$ cat config.mk
export PLATFORM = sky130hd
export DESIGN_NAME = key_debounce
export DESIGN_NICKNAME = d
export VERILOG_FILES = /design/src/rtl/key_pkg.sv /design/src/rtl/key_sync.sv /design/src/rtl/key_debounce.sv
export SDC_FILE = /design/constraint.sdc
export NUM_CORES = 1
export LEC_CHECK = 0
export BUFFER_PORTS_ARGS = -buffer_cell sky130_fd_sc_hd__buf_4
export CORE_ASPECT_RATIO = 0.5
export CORE_UTILIZATION = 35
export DETAILED_ROUTE_END_ITERATION = 10
export PLACE_DENSITY_LB_ADDON = 0.12
export SLEW_MARGIN = 20
export SYNTH_ARGS = -nofsm -noshare
export SYNTH_HDL_FRONTEND = slang
export SYNTH_HIERARCHICAL = 1
export SYNTH_SLANG_ARGS = --single-unit
$ cat constraint.sdc
create_clock -name clk -period 2.54 [get_ports clk]
set_clock_uncertainty 0.1 [all_clocks]
set_input_delay 0.127 -clock clk [delete_from_list [all_inputs] [get_ports clk]]
set_output_delay 0.127 -clock clk [all_outputs]
set_load 0.03 [all_outputs]
$ cat src/rtl/key_pkg.sv
// key_pkg: debounce FSM states and ms-to-cycles helper shared by the key conditioning logic
package key_pkg;

  typedef enum logic [1:0] {
    RELEASED,
    PRESS_WAIT,
    PRESSED,
    RELEASE_WAIT
  } key_state_e;

  function automatic int ms_to_cycles(input int freq, input int ms);
    return (freq / 1000) * ms;
  endfunction

endpackage

$ cat src/rtl/key_sync.sv
// key_sync: 2-flop synchronizer with async active-low reset to a chosen idle value
module key_sync #(
  parameter logic RST_VAL = 1'b1
) (
  input  logic clk,
  input  logic rst_n,
  input  logic d,
  output logic q
);

  logic [1:0] sync_q, sync_d;

  // shift the raw input one stage per clock
  always_comb sync_d = {sync_q[0], d};

  // synchronizer flops, idle at RST_VAL
  always_ff @(posedge clk or negedge rst_n)
    if (!rst_n) sync_q <= {2{RST_VAL}};
    else sync_q <= sync_d;

  assign q = sync_q[1];

endmodule

$ cat src/rtl/key_debounce.sv
// key_debounce: push-button debouncer with level, press/release pulses and optional long press (KEY_DEBOUNCE_LONG_PRESS_EN)
module key_debounce
  import key_pkg::*;
#(
  parameter int FREQUENCY     = 50_000_000,
  parameter int DEBOUNCE_MS   = 20,
  parameter int LONG_PRESS_MS = 1000
) (
  input  logic clk,
  input  logic rst_n,
  input  logic key_n,
  output logic key_n_clean,
  output logic pressed,
  output logic press_pulse,
  output logic release_pulse,
  output logic long_press
);

  localparam int DB_CYCLES = ms_to_cycles(FREQUENCY, DEBOUNCE_MS);
  localparam int LP_CYCLES = ms_to_cycles(FREQUENCY, LONG_PRESS_MS);
  localparam int DBW       = $clog2(DB_CYCLES + 1);

  if (DB_CYCLES < 1) begin : g_db_err
    $error("key_debounce: DB_CYCLES must be at least 1");
  end

  key_state_e     state_q, state_d;
  logic [DBW-1:0] cnt_q, cnt_d;
  logic           sync;
  logic           pressed_q, pressed_d;
  logic           clean_q, clean_d;
  logic           pp_q, pp_d;
  logic           rp_q, rp_d;

  key_sync #(.RST_VAL(1'b1)) u_sync (
    .clk  (clk),
    .rst_n(rst_n),
    .d    (key_n),
    .q    (sync)
  );

  // debounce FSM: a level change is accepted once the counter runs out without a bounce
  always_comb begin
    state_d = state_q;
    cnt_d   = cnt_q;
    pp_d    = 1'b0;
    rp_d    = 1'b0;
    unique case (state_q)
      RELEASED: if (!sync) begin
        state_d = PRESS_WAIT;
        cnt_d   = '0;
      end
      PRESS_WAIT: if (sync) begin
        state_d = RELEASED;
        cnt_d   = '0;
      end else if (cnt_q == DBW'(DB_CYCLES - 1)) begin
        state_d = PRESSED;
        cnt_d   = '0;
        pp_d    = 1'b1;
      end else cnt_d = cnt_q + 1'b1;
      PRESSED: if (sync) begin
        state_d = RELEASE_WAIT;
        cnt_d   = '0;
      end
      RELEASE_WAIT: if (!sync) begin
        state_d = PRESSED;
        cnt_d   = '0;
      end else if (cnt_q == DBW'(DB_CYCLES - 1)) begin
        state_d = RELEASED;
        cnt_d   = '0;
        rp_d    = 1'b1;
      end else cnt_d = cnt_q + 1'b1;
      default: begin
        state_d = RELEASED;
        cnt_d   = '0;
      end
    endcase
    pressed_d = (state_d == PRESSED) || (state_d == RELEASE_WAIT);
    clean_d   = ~pressed_d;
  end

  // FSM, counter and registered outputs
  always_ff @(posedge clk or negedge rst_n)
    if (!rst_n) begin
      state_q   <= RELEASED;
      cnt_q     <= '0;
      pressed_q <= 1'b0;
      clean_q   <= 1'b1;
      pp_q      <= 1'b0;
      rp_q      <= 1'b0;
    end else begin
      state_q   <= state_d;
      cnt_q     <= cnt_d;
      pressed_q <= pressed_d;
      clean_q   <= clean_d;
      pp_q      <= pp_d;
      rp_q      <= rp_d;
    end

  assign key_n_clean   = clean_q;
  assign pressed       = pressed_q;
  assign press_pulse   = pp_q;
  assign release_pulse = rp_q;

`ifdef KEY_DEBOUNCE_LONG_PRESS_EN
  localparam int LPW = $clog2(LP_CYCLES + 1);

  if (LP_CYCLES <= DB_CYCLES) begin : g_lp_err
    $error("key_debounce: LP_CYCLES must exceed DB_CYCLES");
  end

  logic [LPW-1:0] hold_q, hold_d;
  logic           lp_q, lp_d;

  // hold timer restarts on each accepted press and survives rejected release bounces
  always_comb begin
    hold_d = pp_d ? '0 : (pressed_q && pressed_d && hold_q != LPW'(LP_CYCLES)) ? hold_q + 1'b1 : hold_q;
    lp_d   = pressed_q && pressed_d && hold_q == LPW'(LP_CYCLES - 1);
  end

  // hold timer and long-press pulse registers
  always_ff @(posedge clk or negedge rst_n)
    if (!rst_n) begin
      hold_q <= '0;
      lp_q   <= 1'b0;
    end else begin
      hold_q <= hold_d;
      lp_q   <= lp_d;
    end

  assign long_press = lp_q;
`else
  assign long_press = 1'b0;
`endif

endmodule
Yosys cells after proc, flatten, opt, wreduce, memory -nomap -nowiden
Cells that the tools add are included.

Multipliers: 0. Eq/ne operators: 8. Shifts and indexed selects: 0. $add $sub $neg: 1. Divide/modulo/power cells: 0. Reduce and logical (&&, ||, !) cells: 3. $lt $le $gt $ge: 0. Bitwise operators: 1. Muxes and demuxes: 18.

Operator list (count): 20-bit two-way mux (5); 20-bit case mux with 4 select lines (1); 20-bit by 1-bit adder with 20-bit output, second input constant (1); 20-bit equality test, second input constant (1); 2-bit two-way mux (6); 2-bit equality test, second input constant (4); 2-bit case mux with 4 select lines (1); 1-bit two-way mux (5); 2-bit by 1-bit equality test with 1-bit output, second input constant (1); 2-bit zero test (1); 2-bit by 1-bit inequality test with 1-bit output, second input constant (1); 2-bit inequality test, second input constant (1); 2-bit AND reduction (1); 1-bit logical OR (1); 1-bit NOT (1).

Bits in read-only memories: 0. Bits in latches: 0. Memories: 0. Bits in writable memories: 0. Output and inout bits: 5. Register bits: 28. Word-level logic and storage cells: 38.

Logic depth before layout (Yosys ltp)
Word-level depth: 7. Mapped depth: 7.

Hierarchy
The synthesis kept the hierarchy.

By module, submodules not included: key_debounce (cells an instance 142, times used 1, area each 1383.8 um^2); key_sync (cells an instance 2, times used 1, area each 52.6 um^2).

Least setup slack after synthesis
OpenSTA, ideal clock, no wires.

Path type: register to register. From: reg cnt_q[10]. To: reg cnt_q[1]. Path buffers: 2. Path slack: 0.506 ns. Library setup time: 0.121 ns. Cell stages (with the launch flop): 7. Data required time: 2.319 ns. Data arrival time: 1.813 ns. Cell sequence: dfrtp_1 buf_6 or4_4 nor4_4 a21oi_2 buf_6 a22o_1.

Word-level cells in the longest chain between the ends: 4. Elaborated cells between the ends (all ways): 5. Those cells by class: eq/ne: 1; mux: 4.

RTL lines: start, declared (line key_debounce.sv:28) `logic [DBW-1:0] cnt_q, cnt_d;`; start signal, assigned (line key_debounce.sv:93) `cnt_q <= cnt_d;`; 20-bit equality test (*) (line key_debounce.sv:56, key_debounce.sv:68); 20-bit two-way mux (*) (line key_debounce.sv:56, key_debounce.sv:68); 20-bit two-way mux (on tied branches) (line key_debounce.sv:65, key_debounce.sv:53); 20-bit case mux with 4 select lines (*) (line key_debounce.sv:48) `unique case (state_q)`.

Mark *: on every way between the ends. The rest lies on a longest branch, timed or not. A chain may end at the register's enable or synchronous reset.

Final worst setup path
From: reg cnt_q[8]. To: reg cnt_q[5].

Same word-level chain as after synthesis.

==> flow_summary.json <==
{
  "placed_cell_area_mm2": 0.00153,
  "yosysWarnings": 6,
  "setup_slack_ns": 0.350,
  "ios": 8,
  "die_h_um": 47.3,
  "synth_cells": 144,
  "setup_violations": 0,
  "hold_viol_final": 0,
  "postSynth.asyncResetShare_pct": 100,
  "cts_made_buffers": 3,
  "max_cap_violations": 0,
  "first_pass_iters": 4,
  "peakVddDrop_v": 0.000220,
  "power.total_uw": 883,
  "antenna_left": 0,
  "fin_area_mm2": 0.00163,
  "rsz0062_at_grt": "false",
  "dp.final_hpwl_um": 2100,
  "yosysUniqueCellTypes": 39,
  "drtIter0Drc": 69,
  "avgViaCountPerCell": 5.27,
  "fin_crit_ns": 2.19,
  "clk-insertion-delay-late_ns": 0.27,
  "finalCritPeriodShare_pct": 86.2,
  "drv_slew": 0,
  "die_area_mm2": 0.00438,
  "grt_pass1_vias": 989,
  "slew_headroom_pct": 55.3,
  "synth_edf_count": 0,
  "clkTransAtPathRegs_ns": 0.10,
  "max_clock_freq_ghz": 0.457,
  "synth_top_family_by_area": "simple AND/OR/NAND/NOR gates",
  "area_growth_pct": 13.4,
  "synth_compound_area_share_pct": 17.5,
  "synthDominantCellAreaShare_pct": 43.6,
  "worstPathArrival_ns": 2.26,
  "h-tree-depth": 1,
  "wl_per_cell_um": 14.6,
  "grt_overflow": 0,
  "grt_pass1_wl_um": 5050,
  "grt_usage_pct": 15.6,
  "syn_nets": 148,
  "wl_met1_um": 1630,
  "core_area_mm2": 0.00392,
  "cp.required_ns": 2.61,
  "n_antenna_cell": 0,
  "path_max_fanout": 28,
  "dr_wl_met2_um": 1200,
  "status": "completed",
  "ctsRootBufferMaster": "clkbuf_8",
  "ys_ff_latch": 28,
  "yosys.area.top_type": "dfrtp_1",
  "power_density_mw_per_mm2": 542,
  "cp-end-kind": "flip-flop",
  "synth_xor_area_share_pct": 1.22,
  "path_class": "reg2reg",
  "dr_total_vias": 1096,
  "yosys.area_share.adder_pct": 0.871,
  "drcViolationCount": 0,
  "cts_tree": "built",
  "power.leakage_uw": 0.000685,
  "synthSimpleGateAreaFrac_pct": 24.4,
  "synth_top_flop_cell": "dfrtp_1",
  "cts_resized": 0,
  "met3_length_um": 202,
  "synthTopCellsByArea": "dfrtp_1 44%, dfstp_2 5.5%, nand3_1 4.2%",
  "synth_most_common_cell": "dfrtp_1",
  "drive_gt1_share_pct": 15.6,
  "cts_buffer_depth": 2,
  "grt_start_max_net_pins": 29,
  "start_util_pct": 36.6,
  "cts_sinks": 28,
  "synth_mux_area_share_pct": 2.79,
  "syn_area_mm2": 0.00144,
  "tns_ns": 0,
  "whs_ns": 0.207,
  "place_congestion": 0.734,
  "hp-class": "in2async",
  "tightest_slew_ns": 0.669,
  "fin_nets": 159,
  "cts_setup_buffers": 0,
  "yosys-top-cells-count": "25 x dfrtp_1, 15 x nand2_1, 12 x nand3_1, 11 x a21oi_1, 8 x a31oi_1",
  "avgSynthCellArea_um2": 9.97,
  "wl_um": 3050,
  "numPortBuffers": 6,
  "num_rows": 16,
  "antenna_found_initial": 0,
  "die_x_um": 92.6,
  "cp-start-kind": "flip-flop",
  "highest_layer": "met4",
  "ys_seq_area_share_pct": 49.0,
  "pre_cts_slack_ns": 0.108
}
cell usage in the layout (no fill, tap or decap), drive strengths merged, types with 3 or more instances in the layout:
master and instances:
nor3 6, dfrtp 25, and2 3, buf 10, clkbuf 3, dfstp 3
or4 3, nor2 7, nand4 4, a21o 4, nand2 15, o21ai 7
a21oi 12, a31oi 8, nand3 12, mux2i 4
per-stage QoR:
step	utilization, %	cells
6_report	41.5	208
5_1_grt	41.5	208
4_1_cts	41.3	208
3_5_place_dp	39.0	202
3_3_place_gp	39.0	202
2_1_floorplan	-	144
logic make-up (layout without fill, tap and decap cells):
family	count (synthesis)	count (layout)
other	1	1
XOR/XNOR	2	2
AO/OA/AOI/OAI	40	40
adder cells (fa/ha/maj)	1	1
flip-flops	28	28
multiplexers	4	4
AND/OR/NAND/NOR	60	60
buffers and inverters	8	18
area by class of cell:
cell class,count,area (um2)
fill,425,2290
sequential,28,704
multi-input combinational,108,683
timing repair buffer,12,95.1
tap,54,67.6
clock buffer,3,41.3
clock inverter,1,30.0
inverter,2,7.51
worst paths after layout:
check | startpoint | endpoint | slack [ns] | cells after the start
max in group asynchronous | rst_n | u_sync/sync_q[0] | 1.82 | 2
setup reg to reg | cnt_q[8] | cnt_q[5] | 0.35 | 5
hold / removal | rst_n | cnt_q[3] | 0.21 | 2
setup / recovery | cnt_q[8] | cnt_q[5] | 0.35 | 5
hold reg to reg | u_sync/sync_q[0] | u_sync/sync_q[1] | 0.27 | 0
min in group clk | u_sync/sync_q[0] | u_sync/sync_q[1] | 0.27 | 0
report_power, final:
part / internal [uW] / total (uW) / switching [uW] / leakage, uW
Clock: 211 / 356 / 145 / 0.0000357
Sequential: 458 / 471 / 12.9 / 0.000377
Combinational: 20.4 / 56.2 / 35.9 / 0.000273
repair_timing:
item | 4_1_cts | 5_1_grt
hold buffers | 2 | 0
setup endpoints to repair | 0 | 0
endpoints found under the hold margin | 29 | 0
flip-flops by register name, summed over array words and instances (netlist names):
name / cells
key_n_clean: 1
pressed: 1
release_pulse: 1
u_sync/sync_q: 2
press_pulse: 1
state_q: 2
cnt_q: 20
per-layer routing:
metal	track usage (%)	vias up
li1	-	551
met1	23.1	514
met2	23.1	29
met3	4.53	2
met4	1.88	0
met5	0	-
critical path: stages (launching register included):
cell and delay (ns):
dfrtp_1 0.43, or4_4 0.58, nor4_4 0.35, a21oi_4 0.24, a21o_1 0.22, a22o_1 0.17
Note: power is estimated with default switching activity, not from simulation.
